--- src/rtl/mult_arb_pkg.sv ---
// Shared constants for the multiplier arbiter: FSM state encoding and a
// width helper for the round-robin pointer and watchdog counter.
package mult_arb_pkg;

    localparam logic [1:0] IDLE  = 2'b00;
    localparam logic [1:0] ISSUE = 2'b01;
    localparam logic [1:0] WAIT  = 2'b10;
    localparam logic [1:0] DONE  = 2'b11;

    function automatic int clog2(input int n);
        int r;
        r = 0;
        while ((1 << r) < n) r++;
        return r;
    endfunction

endpackage

--- src/rtl/mult_arbiter_if.sv ---
// Requester and multiplier signals of the shared-multiplier arbiter.
// slave = arbiter side, master = requesters plus multiplier side.
interface mult_arbiter_if #(
    parameter int N_REQ = 4,
    parameter int WIDTH = 16
);
    logic [N_REQ-1:0]       req;
    logic [N_REQ*WIDTH-1:0] opA;
    logic [N_REQ*WIDTH-1:0] opB;
    logic [N_REQ-1:0]       grant;
    logic [N_REQ-1:0]       done;
    logic [2*WIDTH-1:0]     product;
    logic                   err;
    logic                   busy;
    logic                   mulStart;
    logic [WIDTH-1:0]       mulA;
    logic [WIDTH-1:0]       mulB;
    logic                   mulReady;
    logic [2*WIDTH-1:0]     mulResult;

    modport slave (
        input  req, opA, opB, mulReady, mulResult,
        output grant, done, product, err, busy, mulStart, mulA, mulB
    );

    modport master (
        output req, opA, opB, mulReady, mulResult,
        input  grant, done, product, err, busy, mulStart, mulA, mulB
    );
endinterface

--- src/rtl/mult_arbiter_rr_picker.sv ---
// Combinational round-robin picker: searches req starting one past ptr,
// wrapping modulo N_REQ, and returns the first hit as one-hot and index.
module rr_picker #(
    parameter int N_REQ = 4,
    parameter int PW    = 2
) (
    input  logic [N_REQ-1:0] req,
    input  logic [PW-1:0]    ptr,
    output logic [N_REQ-1:0] winner,
    output logic [PW-1:0]    idx,
    output logic             found
);

    function automatic logic [PW-1:0] wrapIdx(input logic [PW-1:0] p, input int step);
        int s;
        s = (int'(p) + step) % N_REQ;
        return PW'(s);
    endfunction

    always_comb begin
        winner = '0;
        idx    = '0;
        found  = 1'b0;
        // Candidate ptr itself is visited last (step N_REQ), giving it lowest priority.
        for (int i = 1; i <= N_REQ; i++) begin
            if (!found && req[wrapIdx(ptr, i)]) begin
                found = 1'b1;
                idx   = wrapIdx(ptr, i);
            end
        end
        if (found) winner[idx] = 1'b1;
    end

endmodule

--- src/rtl/mult_arbiter.sv ---
// Round-robin arbiter/sequencer sharing one multi-cycle multiplier among N_REQ requesters.
// Optional WAIT-state watchdog with err pulse: define MULT_ARB_TIMEOUT_EN.
module mult_arbiter
    import mult_arb_pkg::*;
#(
    parameter int N_REQ          = 4,
    parameter int WIDTH          = 16,
    parameter int TIMEOUT_CYCLES = 64
) (
    input  logic           clk,
    input  logic           rst,
    mult_arbiter_if.slave  bus
);

    localparam int PW = clog2(N_REQ);

    logic [1:0]         state;
    logic [PW-1:0]      ptr;
    logic [PW-1:0]      pickIdx;
    logic [N_REQ-1:0]   pickOneHot;
    logic               anyReq;
    logic [N_REQ-1:0]   grantReg;
    logic [WIDTH-1:0]   mulAReg;
    logic [WIDTH-1:0]   mulBReg;
    logic [2*WIDTH-1:0] productReg;
    logic               firstWait;
    logic               resultOk;
    logic               timeoutHit;

    rr_picker #(
        .N_REQ (N_REQ),
        .PW    (PW)
    ) picker (
        .req    (bus.req),
        .ptr    (ptr),
        .winner (pickOneHot),
        .idx    (pickIdx),
        .found  (anyReq)
    );

    // Ready may still be high from the previous op during the first WAIT cycle.
    assign resultOk = (state == WAIT) && !firstWait && bus.mulReady;

`ifdef MULT_ARB_TIMEOUT_EN
    localparam int CW = clog2(TIMEOUT_CYCLES + 1);

    logic [CW-1:0] waitCnt;
    logic          timedOut;

    assign timeoutHit = (state == WAIT) && (waitCnt == CW'(TIMEOUT_CYCLES - 1));

    always_ff @(posedge clk or negedge rst) begin
        if (!rst) begin
            waitCnt  <= '0;
            timedOut <= 1'b0;
        end else begin
            if (state == WAIT) waitCnt <= waitCnt + CW'(1);
            else               waitCnt <= '0;

            if (state == WAIT)      timedOut <= timeoutHit && !resultOk;
            else if (state == DONE) timedOut <= 1'b0;
        end
    end

    assign bus.err = (state == DONE) && timedOut;
`else
    logic [31:0] unusedTimeout;
    assign unusedTimeout = TIMEOUT_CYCLES;
    assign timeoutHit    = 1'b0;
    assign bus.err       = 1'b0;
`endif

    always_ff @(posedge clk or negedge rst) begin
        if (!rst) begin
            state      <= IDLE;
            ptr        <= PW'(N_REQ - 1);
            grantReg   <= '0;
            mulAReg    <= '0;
            mulBReg    <= '0;
            productReg <= '0;
            firstWait  <= 1'b0;
        end else begin
            case (state)
                IDLE: begin
                    // A busy multiplier (e.g. after a mid-op reset) blocks new grants.
                    if (anyReq && bus.mulReady) begin
                        state    <= ISSUE;
                        grantReg <= pickOneHot;
                        ptr      <= pickIdx;
                        mulAReg  <= bus.opA[pickIdx*WIDTH +: WIDTH];
                        mulBReg  <= bus.opB[pickIdx*WIDTH +: WIDTH];
                    end
                end
                ISSUE: begin
                    state     <= WAIT;
                    firstWait <= 1'b1;
                end
                WAIT: begin
                    firstWait <= 1'b0;
                    if (resultOk) begin
                        productReg <= bus.mulResult;
                        state      <= DONE;
                    end else if (timeoutHit) begin
                        state <= DONE;
                    end
                end
                DONE: begin
                    state    <= IDLE;
                    grantReg <= '0;
                end
                default: state <= IDLE;
            endcase
        end
    end

    assign bus.grant    = grantReg;
    assign bus.done     = (state == DONE) ? grantReg : '0;
    assign bus.product  = productReg;
    assign bus.busy     = (state != IDLE);
    assign bus.mulStart = (state == ISSUE);
    assign bus.mulA     = mulAReg;
    assign bus.mulB     = mulBReg;

endmodule
--- src/flat_wrapper.sv ---
// flat-port wrapper written by rule: the top's interface ports become plain ports
module mult_arbiter_flat import mult_arb_pkg::*;
#(
    parameter int N_REQ          = 4,
    parameter int WIDTH          = 16,
    parameter int TIMEOUT_CYCLES = 64
)
  (clk, rst, bus_req, bus_opA, bus_opB, bus_mulReady, bus_mulResult, bus_grant, bus_done, bus_product, bus_err, bus_busy, bus_mulStart, bus_mulA, bus_mulB);
  mult_arbiter_if #(.N_REQ(N_REQ), .WIDTH(WIDTH)) bus_i ();
  input  logic clk;
  input  logic rst;
  input wire logic [$bits(bus_i.req)-1:0] bus_req;
  input wire logic [$bits(bus_i.opA)-1:0] bus_opA;
  input wire logic [$bits(bus_i.opB)-1:0] bus_opB;
  input wire logic [$bits(bus_i.mulReady)-1:0] bus_mulReady;
  input wire logic [$bits(bus_i.mulResult)-1:0] bus_mulResult;
  output wire logic [$bits(bus_i.grant)-1:0] bus_grant;
  output wire logic [$bits(bus_i.done)-1:0] bus_done;
  output wire logic [$bits(bus_i.product)-1:0] bus_product;
  output wire logic [$bits(bus_i.err)-1:0] bus_err;
  output wire logic [$bits(bus_i.busy)-1:0] bus_busy;
  output wire logic [$bits(bus_i.mulStart)-1:0] bus_mulStart;
  output wire logic [$bits(bus_i.mulA)-1:0] bus_mulA;
  output wire logic [$bits(bus_i.mulB)-1:0] bus_mulB;
  assign bus_i.req = bus_req;
  assign bus_i.opA = bus_opA;
  assign bus_i.opB = bus_opB;
  assign bus_i.mulReady = bus_mulReady;
  assign bus_i.mulResult = bus_mulResult;
  assign bus_grant = bus_i.grant;
  assign bus_done = bus_i.done;
  assign bus_product = bus_i.product;
  assign bus_err = bus_i.err;
  assign bus_busy = bus_i.busy;
  assign bus_mulStart = bus_i.mulStart;
  assign bus_mulA = bus_i.mulA;
  assign bus_mulB = bus_i.mulB;
  mult_arbiter #(.N_REQ(N_REQ), .WIDTH(WIDTH), .TIMEOUT_CYCLES(TIMEOUT_CYCLES)) u_core (.clk(clk), .rst(rst), .bus(bus_i));
endmodule
--- config.mk ---
export PLATFORM = sky130hd
export DESIGN_NAME = mult_arbiter_flat
export DESIGN_NICKNAME = d
export VERILOG_FILES = /design/src/rtl/mult_arb_pkg.sv /design/src/rtl/mult_arbiter_if.sv /design/src/rtl/mult_arbiter_rr_picker.sv /design/src/rtl/mult_arbiter.sv /design/src/flat_wrapper.sv
export SDC_FILE = /design/constraint.sdc
export NUM_CORES = 1
export LEC_CHECK = 0
export ABC_AREA = 1
export ABC_CLOCK_PERIOD_IN_PS = 1850
export CORE_ASPECT_RATIO = 2
export CORE_MARGIN = 1.5
export CORE_UTILIZATION = 36
export CTS_CLUSTER_SIZE = 24
export DETAILED_ROUTE_END_ITERATION = 16
export PLACE_DENSITY = 0.74
export SLEW_MARGIN = 20
export SYNTH_ARGS = -nofsm -noshare
export SYNTH_HDL_FRONTEND = slang
export SYNTH_HIERARCHICAL = 1
export SYNTH_SLANG_ARGS = --single-unit
export TNS_END_PERCENT = 5
--- constraint.sdc ---
create_clock -name clk -period 1.85 [get_ports clk]
set_input_delay 0.37 -clock clk [delete_from_list [all_inputs] [get_ports clk]]
set_output_delay 0.37 -clock clk [all_outputs]
set_load 0.01 [all_outputs]
==> metrics.txt, run 1 <==
failing checks=setup timing; Post-Synth XOR/XNOR Area=0%; antenna viol nets, final=0; Congestion Overflow GR=0; critical path required time=2080 ps; Post-Synth Adder-Cell Area=1.36%; I/O Buffers=240; syn nets=894; proportion of synthesized area in mux cells=0%; CP Launch Type=register; Final Skew=11.7 ps; crit path DAT=2410 ps; Setup WS post-layout=-328 ps; syn avg cell area=6.39 µm²; WL/cell=14.3 µm; worst path cell trace=buf_12 > nand2_2 > nand2_4 > nand2_4 > nand2_4 > nor2_4 > nand2_2 > nand3_4 > inv_8 > buf_6 > clkbuf_16 > nand2_1 > nand3_1 > nand2_1 > nand2_1 > nand2_1; P&R area growth vs syn=77.6%; FMAX=459 MHz; clock sink total=73; global-route wire length before repair=24200 µm; Layout Utilization=65.2%; pin count of the biggest net entering global routing=65; Final Hold Fails=0; antenna diode instance count=0; cells after synthesis=722; fillers=1096; worst slack, placed=-498 ps; startpoint of the worst hold path=u_core/bus.mulB[12]; vias in the first global route=5086; yosys warns=6; die area=13500 µm²; initial antenna violation count=0; sequential element share of the synthesized area=39.7%; via density per instance=4.63; Power Density=1940 nW/µm²; Die Span Y=163 µm; total of max-cap violations=0; share of cells above drive strength 1=13.3%; Worst path top cell family by delay=simple AND/OR/NAND/NOR gates; CP Launch Point=u_core/ptr[0]; Die X=83.0 µm; Crit Path Max Fanout=16; 1st-iter DRT viols=219; Setup-failing EPs final=40; largest family of logic cells by synthesized area=simple AND/OR/NAND/NOR gates; placed instance area=7340 µm²; CP peak stage delay=610 ps; starting density of the core=36.7%; Synth Area in Simple Gates=40.6%; Tot Pwr=15.9 mW; critical path's slowest cell=dfstp_2; Worst Setup End Kind=register; status=finished, violations left; worst hold path type=register to register; Final Critical Period=2180 ps; RSZ-0062 raised after global routing=true; Buf/Inv on CP=4; CP most frequent cell=nand2_1; remaining routing DRC violations=0; via count=5285; Synth Area in Compound Gates=4.02%; Critical R2R Launch=u_core/ptr[0]; CTS tree=done; Setup TNS=-9140 ps; post-route clock period utilization=118%; CTS Buf Count=9; Root Driver=clkbuf_16; Post-DP HPWL=11500 µm; core area=12600 µm²; Worst IR Drop VDD=1.42 mV; io pins=242; Cell Rows=58; post-route cell area=8190 µm²; Syn Std Cell Area=4610 µm²; GR Util All Layers=22.4%; clock tree buffer depth=2; drt first pass iters=7; Clk Latency, worst-skew pair=340 ps; Leak=4.34 nW; Setup Crit Path Kind=register to register; Routed WL=16400 µm; Clock transition at path regs=70 ps; RePlAce Congestion=0.824; Yosys reg bits=73; Unique masters post-synth=22; # H-tree levels=3; fin nets=1158; pins over their slew limit=0
[stage by stage]
step           instances  hold slack (ps)
3_3_place_gp        1108              355
2_1_floorplan        722             74.4
3_5_place_dp        1108              351
5_1_grt             1141              510
4_1_cts             1131              483
6_report            1141              474
[worst min-delay path, stage by stage (launching register included)]
cell and delay (ps):
dfrtp_1 340, nand2_1 50, nand2_1 50
[sequential cells by signal, indices dropped and copies added, names as in the netlist]
| signal | count |
|---|---|
| u_core/firstWait | 1 |
| u_core/bus.mulA | 16 |
| u_core/bus.grant | 4 |
| u_core/bus.product | 32 |
| u_core/ptr | 2 |
| u_core/bus.mulB | 16 |
| u_core/state | 2 |
[layout by cell type, fill, tap and decap left out, types with 4 or more instances in the layout]
| master | instances |
|---|---|
| nand2_1 | 314 |
| clkdlybuf4s50_1 | 234 |
| inv_1 | 116 |
| nand3_1 | 71 |
| dfrtp_1 | 70 |
| buf_4 | 24 |
| o21ai_1 | 24 |
| nand2_2 | 21 |
| nand2_4 | 17 |
| clkbuf_16 | 14 |
| buf_12 | 11 |
| o21ai_0 | 11 |
| nand3_2 | 10 |
| buf_6 | 7 |
| dlygate4sd2_1 | 5 |
| nor2_1 | 5 |
| inv_6 | 4 |
[final cells by class]
type	instances	area [µm²]	area share, %
clock inverter	7	61.3	0.749
tap	150	188	2.29
timing repair buffer	289	3060	37.3
inverter	123	499	6.10
clock buffer	9	225	2.75
multi-input combinational	490	2330	28.5
sequential	73	1830	22.3
[timing repair]
item	in CTS	in global routing
cloned	3	5
gates resized for setup	25	65
pin swaps	2	32
endpoints found under the setup margin	44	42
hold buffers	1	0
hold endpoints to repair	11	0
buffers inserted	3	6
[worst paths after layout]
path	slack [ps]	cells after the start	to
hold reg to reg	470	2	u_core/bus.mulB[12]
setup reg to reg	-330	16	u_core/bus.mulA[14]
min in group asynchronous	550	2	u_core/bus.product[5]
setup / recovery	-330	16	u_core/bus.mulA[14]
hold / removal	470	2	u_core/bus.mulB[12]
max in group asynchronous	690	3	u_core/bus.product[22]
[Yosys cell counts]
library cell  instances  area [µm²]
a21oi_1               2        10.0
buf_2                24         120
buf_4                 6        45.0
buf_6                 1        11.3
clkbuf_1              5        18.8
conb_1                1        3.75
dfrtp_1              71        1780
dfstp_2               2        52.6
ha_1                  5        62.6
inv_1               118         443
inv_2                 5        18.8
nand2_1             338        1270
nand2_2               9        56.3
nand2_4               5        56.3
nand3_1              81         405
nand3_2               2        20.0
nand4_1               2        12.5
nor2_1                7        26.3
nor2_4                2        22.5
o21ai_0              13        65.1
o21ai_1              22         110
or2_2                 1        6.26
[logic make-up after synthesis]
group	count (synthesis)
adders and majority gates	5
other	1
and+or+nand+nor	447
AOI/OAI and AO/OA	37
buffers and inverters	159
DFF	73
[layer usage]
layer  wire length (µm)  vias up  global-route usage, %
li1                   -     2677                      -
met1               5610     2374                   23.3
met2               9340      197                   43.3
met3                864       37                   4.04
met4                549        0                   9.32
met5                  0        -                      0
[power breakdown]
group / internal [mW] / switching [mW]
Sequential: 2.34 / 0.463
Combinational: 5.48 / 5.91
Clock: 0.934 / 0.749
No activity file was read; power rests on OpenSTA's default activity.
==> run 2: changes to the inputs <==
--- a/config.mk
+++ b/config.mk
@@ -9,10 +9,10 @@
 export ABC_CLOCK_PERIOD_IN_PS = 1850
 export CORE_ASPECT_RATIO = 2
 export CORE_MARGIN = 1.5
-export CORE_UTILIZATION = 36
+export CORE_UTILIZATION = 30
 export CTS_CLUSTER_SIZE = 24
 export DETAILED_ROUTE_END_ITERATION = 16
-export PLACE_DENSITY = 0.74
+export PLACE_DENSITY = 0.63
 export SLEW_MARGIN = 20
 export SYNTH_ARGS = -nofsm -noshare
 export SYNTH_HDL_FRONTEND = slang
==> run 2 against run 1 <==
Compared with the run above:
- the run still ends with setup timing left
- global-route usage down 4.1 points
- sequential share of layout area is 0.15 points lower
- flip-flop and latch count unchanged
- worst hold slack got worse by 8.3 ps
- clock-buffer cell count is 1 higher
- final cell count is 4.6% higher
- wire length is 5.6% lower
- non-clock buffer count increased by 4
- clock power is 11% higher
- register-to-register slack improved by 70 ps
- combinational power shrank 6%
- sequential power is essentially flat
- largest cell class unchanged
- largest power group unchanged
==> metrics.txt, run 2 (synthesis results as in run 1) <==
status=finished, violations left; failing checks=setup timing; Congestion Overflow GR=0; die area=16200 µm²; GR Util All Layers=18.3%; Final Hold Fails=0; vias in the first global route=5033; Final Critical Period=2110 ps; CP Launch Type=register; CTS Buf Count=9; Power Density=1870 nW/µm²; critical path's slowest cell=dfstp_2; Clk Latency, worst-skew pair=330 ps; most frequent cells in the layout=nand2_1, clkdlybuf4s50_1, inv_1; remaining routing DRC violations=0; post-route clock period utilization=114%; via count=5274; clock tree buffer depth=2; Layout Utilization=54.5%; pin count of the biggest net entering global routing=45; # H-tree levels=3; I/O Buffers=240; io pins=242; critical path required time=2060 ps; Buf/Inv on CP=5; Root Driver=clkbuf_16; clock sink total=73; WL/cell=13.0 µm; pins over their slew limit=0; Die Span Y=178 µm; share of cells above drive strength 1=13.2%; drt first pass iters=4; Leak=4.36 nW; Worst Setup End Kind=register; Setup-failing EPs final=40; Post-DP HPWL=11300 µm; worst path cell trace=buf_6 > nand2_4 > nand2_4 > nand2_4 > nand2_4 > inv_4 > nand2_2 > nand2_2 > nand3_4 > clkinv_8 > clkinv_16 > clkbuf_16 > nand2_1 > nand3_1 > nand2_1 > nand2_1 > nand2_1; Clock transition at path regs=60 ps; crit path DAT=2320 ps; hold_ws=466 ps; Worst IR Drop VDD=1.19 mV; global-route wire length before repair=23900 µm; RSZ-0062 raised after global routing=true; FMAX=475 MHz; Routed WL=15500 µm; commonest non-fill, non-tap cell in the layout=nand2_1; Worst path top cell family by delay=simple AND/OR/NAND/NOR gates; Final Skew=6.35 ps; 1st-iter DRT viols=215; RePlAce Congestion=0.859; antenna viol nets, final=0; placed instance area=7400 µm²; Crit Path Max Fanout=8; initial antenna violation count=0; fin nets=1162; P&R area growth vs syn=78.8%; Setup Crit Path Kind=register to register; Die X=90.7 µm; Setup WS post-layout=-257 ps; total of max-cap violations=0; fillers=1404; antenna diode instance count=0; core area=15100 µm²; worst hold path type=input port to asynchronous set/reset pin; starting density of the core=30.5%; Cell Rows=64; CTS tree=done; CP peak stage delay=580 ps; post-route cell area=8250 µm²; max reg flops=32; via density per instance=4.42
## run 2: changes by cell type in the layout (fill, tap and decap cells not counted), moves of 3 or more
| cell | before | now |
|---|---|---|
| buf_6 | 7 | 10 |
| nand2_2 | 21 | 15 |
| nand2_1 | 314 | 320 |
| buf_4 | 24 | 31 |
| inv_8 | 3 | 0 |
| buf_12 | 11 | 6 |
## run 2: what timing repair did
action                                  4_1_cts  5_1_grt
pin swaps                                    11       14
hold buffers                                  1        0
cloned                                        0        4
gates resized for setup                      45       41
endpoints found under the hold margin        14        0
buffers inserted                             10        5
endpoints found under the setup margin       44       42
## run 2: power by group
| group | internal (mW) | leakage, nW | switching (mW) |
|---|---|---|---|
| logic | 5.10 | 3.29 | 5.63 |
| registers | 2.34 | 0.918 | 0.472 |
| clock network | 1.19 | 0.153 | 0.683 |
| total | 8.63 | 4.36 | 6.79 |
## run 2: path summary, 6_finish.rpt
kind,from,end,slack [ps],cells after the start
min in group clk,u_core/bus.mulB[1],u_core/bus.mulB[1],480,2
hold reg to reg,u_core/bus.mulB[1],u_core/bus.mulB[1],480,2
max in group asynchronous,rst,u_core/bus.mulA[15],840,3
setup / recovery,u_core/ptr[0],u_core/bus.mulA[12],-260,17
hold / removal,rst,u_core/bus.mulB[3],470,2
setup reg to reg,u_core/ptr[0],u_core/bus.mulA[12],-260,17
## run 2: stage by stage
step	setup TNS (ps)	cells	worst slack [ps]	power [mW]
after floorplan	-981	722	-38.7	8.50
after global placement	-14130	1157	-404	11.6
after detailed placement	-16350	1157	-461	11.7
after CTS	-4900	1184	-200	14.3
after global routing	-12340	1193	-367	16.7
final	-7600	1193	-257	15.4
## run 2: per-layer routing
metal  wire [µm]  track usage (%)
met5           0                0
met4         333             6.88
met3        1110             4.77
met2        7580             31.5
met1        6430             21.8
## run 2: cell type report
class	count	area (µm²)	share of cell area [%]
timing repair buffer	293	2990	36.3
multi-input combinational	490	2340	28.4
sequential	73	1830	22.2
inverter	123	510	6.19
tap	198	248	3.00
clock buffer	10	229	2.78
clock inverter	6	90.1	1.09
